<file path="src/rtl/sync_fifo_stuff.sv">
// rtl/sync_fifo_stuff.sv - byte-stuffing word FIFO with rollover dummy slots and status flags
// Optional peak-level tracking (hwm) is enabled by defining SYNC_FIFO_HWM_EN.
module sync_fifo_stuff #(
  parameter int DATA_W    = 91,
  parameter int DEPTH     = 16,
  parameter int AF_THRESH = 12,
  localparam int AW       = $clog2(DEPTH)
) (
  input  logic              clk,
  input  logic              rst_n,
  input  logic              write_enable,
  input  logic              rollover_write,
  input  logic [DATA_W-1:0] write_data,
  input  logic              read_req,
  input  logic              clear_err,
  output logic [DATA_W-1:0] read_data,
  output logic              rdata_valid,
  output logic              rdata_dummy,
  output logic              fifo_empty,
  output logic              fifo_full,
  output logic              almost_full,
  output logic [AW:0]       fill_level,
  output logic              overflow,
  output logic              underflow,
  output logic [AW:0]       hwm
);

  localparam logic [AW:0] DEPTH_L = (AW+1)'(DEPTH);
  localparam logic [AW:0] AF_L    = (AW+1)'(AF_THRESH);

  logic [DATA_W-1:0] mem [DEPTH];
  logic              tag [DEPTH];

  logic [AW:0]   wr_ptr, rd_ptr, wr_ptr_nxt, rd_ptr_nxt;
  logic [AW:0]   cost, free_slots;
  logic [AW-1:0] wr_idx, wr_idx_1, rd_idx;
  logic          wr_ok, wr_rej, read_en;

  assign fill_level  = wr_ptr - rd_ptr;
  assign fifo_empty  = (fill_level == '0);
  assign fifo_full   = (fill_level == DEPTH_L);
  assign almost_full = (fill_level >= AF_L);

  // A rollover claims its dummy slot up front; a same-cycle read frees nothing in time.
  assign cost       = rollover_write ? (AW+1)'(2) : (AW+1)'(1);
  assign free_slots = DEPTH_L - fill_level;
  assign wr_ok      = write_enable & (free_slots >= cost);
  assign wr_rej     = write_enable & ~wr_ok;
  assign read_en    = read_req & ~fifo_empty;

  assign wr_idx   = wr_ptr[AW-1:0];
  assign wr_idx_1 = wr_ptr[AW-1:0] + 1'b1;
  assign rd_idx   = rd_ptr[AW-1:0];

  always_comb begin
    wr_ptr_nxt = wr_ptr;
    rd_ptr_nxt = rd_ptr;
    if (wr_ok)   wr_ptr_nxt = wr_ptr + cost;
    if (read_en) rd_ptr_nxt = rd_ptr + 1'b1;
  end

  always_ff @(posedge clk) begin
    if (wr_ok) begin
      mem[wr_idx] <= write_data;
      tag[wr_idx] <= 1'b0;
      if (rollover_write) tag[wr_idx_1] <= 1'b1;
    end
  end

  always_ff @(posedge clk or negedge rst_n) begin
    if (!rst_n) begin
      wr_ptr      <= '0;
      rd_ptr      <= '0;
      read_data   <= '0;
      rdata_valid <= 1'b0;
      rdata_dummy <= 1'b0;
      overflow    <= 1'b0;
      underflow   <= 1'b0;
    end else begin
      wr_ptr      <= wr_ptr_nxt;
      rd_ptr      <= rd_ptr_nxt;
      rdata_valid <= read_en;
      if (read_en) begin
        read_data   <= tag[rd_idx] ? '0 : mem[rd_idx];
        rdata_dummy <= tag[rd_idx];
      end
      // A fresh error outranks a clear in the same cycle.
      if (wr_rej)         overflow <= 1'b1;
      else if (clear_err) overflow <= 1'b0;
      if (read_req && fifo_empty) underflow <= 1'b1;
      else if (clear_err)         underflow <= 1'b0;
    end
  end

`ifdef SYNC_FIFO_HWM_EN
  logic [AW:0] next_fill;
  logic [AW:0] hwm_q;

  assign next_fill = wr_ptr_nxt - rd_ptr_nxt;
  assign hwm       = hwm_q;

  always_ff @(posedge clk or negedge rst_n) begin
    if (!rst_n)                  hwm_q <= '0;
    else if (clear_err)          hwm_q <= fill_level;
    else if (next_fill > hwm_q)  hwm_q <= next_fill;
  end
`else
  assign hwm = '0;
`endif

endmodule
</file>
<file path="config.mk">
export PLATFORM = sky130hd
export DESIGN_NAME = sync_fifo_stuff
export DESIGN_NICKNAME = d
export VERILOG_FILES = /design/src/rtl/sync_fifo_stuff.sv
export SDC_FILE = /design/constraint.sdc
export NUM_CORES = 2
export LEC_CHECK = 0
export ABC_AREA = 0
export BUFFER_PORTS_ARGS = -buffer_cell sky130_fd_sc_hd__buf_2
export CORE_ASPECT_RATIO = 1.75
export CORE_MARGIN = 1
export CORE_UTILIZATION = 47
export CTS_CLUSTER_SIZE = 25
export DETAILED_ROUTE_END_ITERATION = 10
export PLACE_DENSITY = 0.69
export SYNTH_ARGS = -nofsm -noshare
export SYNTH_HDL_FRONTEND = slang
export SYNTH_SLANG_ARGS = --single-unit
</file>
<file path="constraint.sdc">
create_clock -name clk -period 30.1 [get_ports clk]
set_input_delay 4.515 -clock clk [delete_from_list [all_inputs] [get_ports clk]]
set_output_delay 4.515 -clock clk [all_outputs]
set_load 0.1 [all_outputs]
</file>
==> results_dict.tcl <==
set metrics [dict create \
    hold_path_end "underflow" \
    start_kind "flop" \
    port_buffers 199 \
    nFillCells 9519 \
    dieArea_um2 128400 \
    p_leak_nw 21.90 \
    syn_to_final_growth_pct 12.43 \
    fin_total_pwr_mw 7.122 \
    routabilityCongestion 0.7998 \
    min_period_ns 8.266 \
    dr.pass1.iters 6 \
    ios 205 \
    drive_gt1_share_pct 28.13 \
    final_cells 4684 \
    synthTopCellsByArea "edfxtp_1, mux4_2, dfrtp_1, a22oi_1, a22o_1" \
    min_path_cells 1 \
    maxCapViolCount 0 \
    cts.path.max_buffers 3 \
    cts.htree.levels 4 \
    syn_avg_cell_area_um2 22.18 \
    cts_resized 0 \
    synth_edf_count 1456 \
    fin_ws_ns 21.83 \
    synthDistinctLibCells 52 \
    vias 28200 \
    cp_max_fo 29 \
    grt_pass1_vias 30330 \
    postLayoutCoreUtil_pct 53.37 \
    core_um2 125700 \
    finalCritPeriodShare_pct 27.46 \
    synthCells 2690 \
    final_nets 3026 \
    synthArstFlopShare_pct 6.658 \
    holdBufCountCts 0 \
    hpwl_um 72940 \
    relSlewSlack_pct 10.19 \
    hold_slack_ns 0.5005 \
    hold_viol 0 \
    globalRouteOverflowTotal 0 \
    rsz0062_at_grt "no" \
    status "finished, final reports clean" \
    yosysTopAreaCellShare_pct 73.28 \
    track_usage_pct 21.23 \
    min_from "underflow" \
    setup-tns-final_ns 0 \
    cts_setup_buffers 0 \
    startpoint "wr_ptr[2]" \
    cts_tree "yes" \
    clkLatencyLatePin_ns 0.76 \
    vias_per_cell 6.021 \
    start_util_pct 47.47 \
    final_area_um2 67080 \
    numCtsBuffers 136 \
    skew_ns 0.02424 \
    timing.rr.end "mem[11][72]" \
    clock_sinks 1577 \
    rr_worst_depth 13 \
    p_per_area_nw_per_um2 106.2 \
    crit_required_ns 25.59 \
    reg2reg_slack_ns 24.12 \
    hold_class "reg -> reg" \
    fp-row-count 172 \
    yosysSeqAreaShare_pct 78.22 \
    fp.dieW_um 271.3 \
    tightest_slew_ns 1.344 \
    routedWlPerCell_um 28.67 \
    grt_pass1_wl_um 199500 \
    routed_wirelength_um 134300 \
    maxSlewViolCount 0 \
    place_inst 4430 \
    drtAntennaViolNets 0 \
    clock.fmax_mhz 121.0 \
    end_kind "primary output" \
    dpl-instance-area_um2 62540 \
    setup_viol 0 \
    grt_max_degree 159 \
    cp.arrival_ns 3.75 \
    antenna_found_initial 18 \
    first_iter_violations 2535 \
    die_height_um 473.3 \
    cts.clk_slew.worst_paths_ns 0.07 \
    pre_cts_slack_ns 21.39 \
    yosys_register_bits 1577 \
    yosys_warnings 0 \
    dominantRegCellSynth "edfxtp_1" \
    r2r-start "wr_ptr[2]" \
    syn_area_um2 59660 \
    drc 0 \
    root_buffer "clkbuf_16" \
    irDropWorstVdd_mv 0.3506 \
    synth_top_cell_by_area "edfxtp_1" \
    crit_type "reg -> out" \
]
-- cells in the final DEF (no fill, tap or decap), types with 21 or more instances in the layout --
| cell | n |
|---|---|
| mux4_2 | 368 |
| dfrtp_1 | 103 |
| clkinv_1 | 21 |
| edfxtp_1 | 1456 |
| buf_4 | 47 |
| buf_2 | 198 |
| clkbuf_16 | 139 |
| clkbuf_1 | 26 |
| nand2_1 | 110 |
| a22o_1 | 94 |
| a22oi_1 | 182 |
-- cell type report --
type                    count  area (um2)  area share [%]
flip-flops and latches   1577       46680           69.58
multi-input cells         934       12310           18.35
clock buffers             171        3659           5.454
well taps                1653        2068           3.083
repair buffers            249        1415           2.110
clock inverters            77       870.8           1.298
inverters                  17       63.81         0.09513
diodes                      6       15.01         0.02238
-- critical path, stage by stage, from the launching register on --
cell,delay [ns]
dfrtp_1,0.98
ha_1,0.42
and3b_4,0.24
nor3_2,0.40
nor2_1,0.12
nor2_1,0.17
ha_1,0.21
buf_2,0.44
-- worst max-delay path by stage --
| stage | endpoint | slack [ns] | cells past startpoint |
|---|---|---|---|
| final | fifo_empty | 21.83 | 7 |
| after global routing | fifo_empty | 21.63 | 8 |
| after CTS | fifo_empty | 21.79 | 8 |
| after detailed placement | mem[11][77] | 21.39 | 10 |
| after global placement | mem[5][28] | 21.49 | 10 |
| after floorplan | mem[8][0] | 17.36 | 10 |
-- synthesized netlist by cell type (2+ instances only) --
library cell     n
edfxtp_1      1456
mux4_2         368
a22oi_1        182
nand2_1        110
dfrtp_1        105
a22o_1          94
clkbuf_1        90
buf_2           44
nor2_1          21
inv_1           17
dfxtp_1         16
buf_1           15
ha_1            12
o21ai_0         12
o31ai_1         11
o211ai_1        10
buf_6            9
nand3_1          9
o21a_1           9
buf_4            8
nor3_1           8
a21oi_1          7
and2_1           7
nand2b_1         7
o311ai_0         6
o41ai_1          5
xnor2_1          5
nand4_1          4
o31a_1           4
or2_2            4
a21o_1           3
a41o_1           3
o22ai_1          3
a311o_1          2
and3_1           2
fa_1             2
nor2b_1          2
nor3_2           2
or3_1            2
xor2_1           2
-- power breakdown --
group | total [mW] | internal [mW] | switching, mW
clock network | 1.79 | 1.01 | 0.775
logic | 2.48 | 0.815 | 1.66
registers | 2.85 | 2.72 | 0.138
-- metal layers --
layer	track usage [%]	vias up	routed length, um
met4	6.113	18	3210
met1	27.09	15090	51570
met2	37.14	1034	70960
li1	-	11840	-
met3	3.764	214	8436
met5	0	-	106
-- sequential cells by signal (all words and copies together), names as in the netlist --
signal / flops
rdata_dummy: 1
mem: 1456
tag: 16
wr_ptr: 5
underflow: 1
overflow: 1
rd_ptr: 5
read_data: 91
rdata_valid: 1
-- cell families (layout without fill, tap and decap cells) --
kind of cell,after synthesis,count (layout),share of synthesized area (%)
flip-flops,1577,1577,78.22
multiplexers,368,368,13.89
AO/OA/AOI/OAI,354,354,4.635
AND/OR/NAND/NOR,186,186,1.418
buffers and inverters,183,514,1.407
adder cells (fa/ha/maj),14,14,0.3188
XOR/XNOR,7,7,0.1028
other,1,11,0.006285
Note: power is estimated with default switching activity, not from simulation.
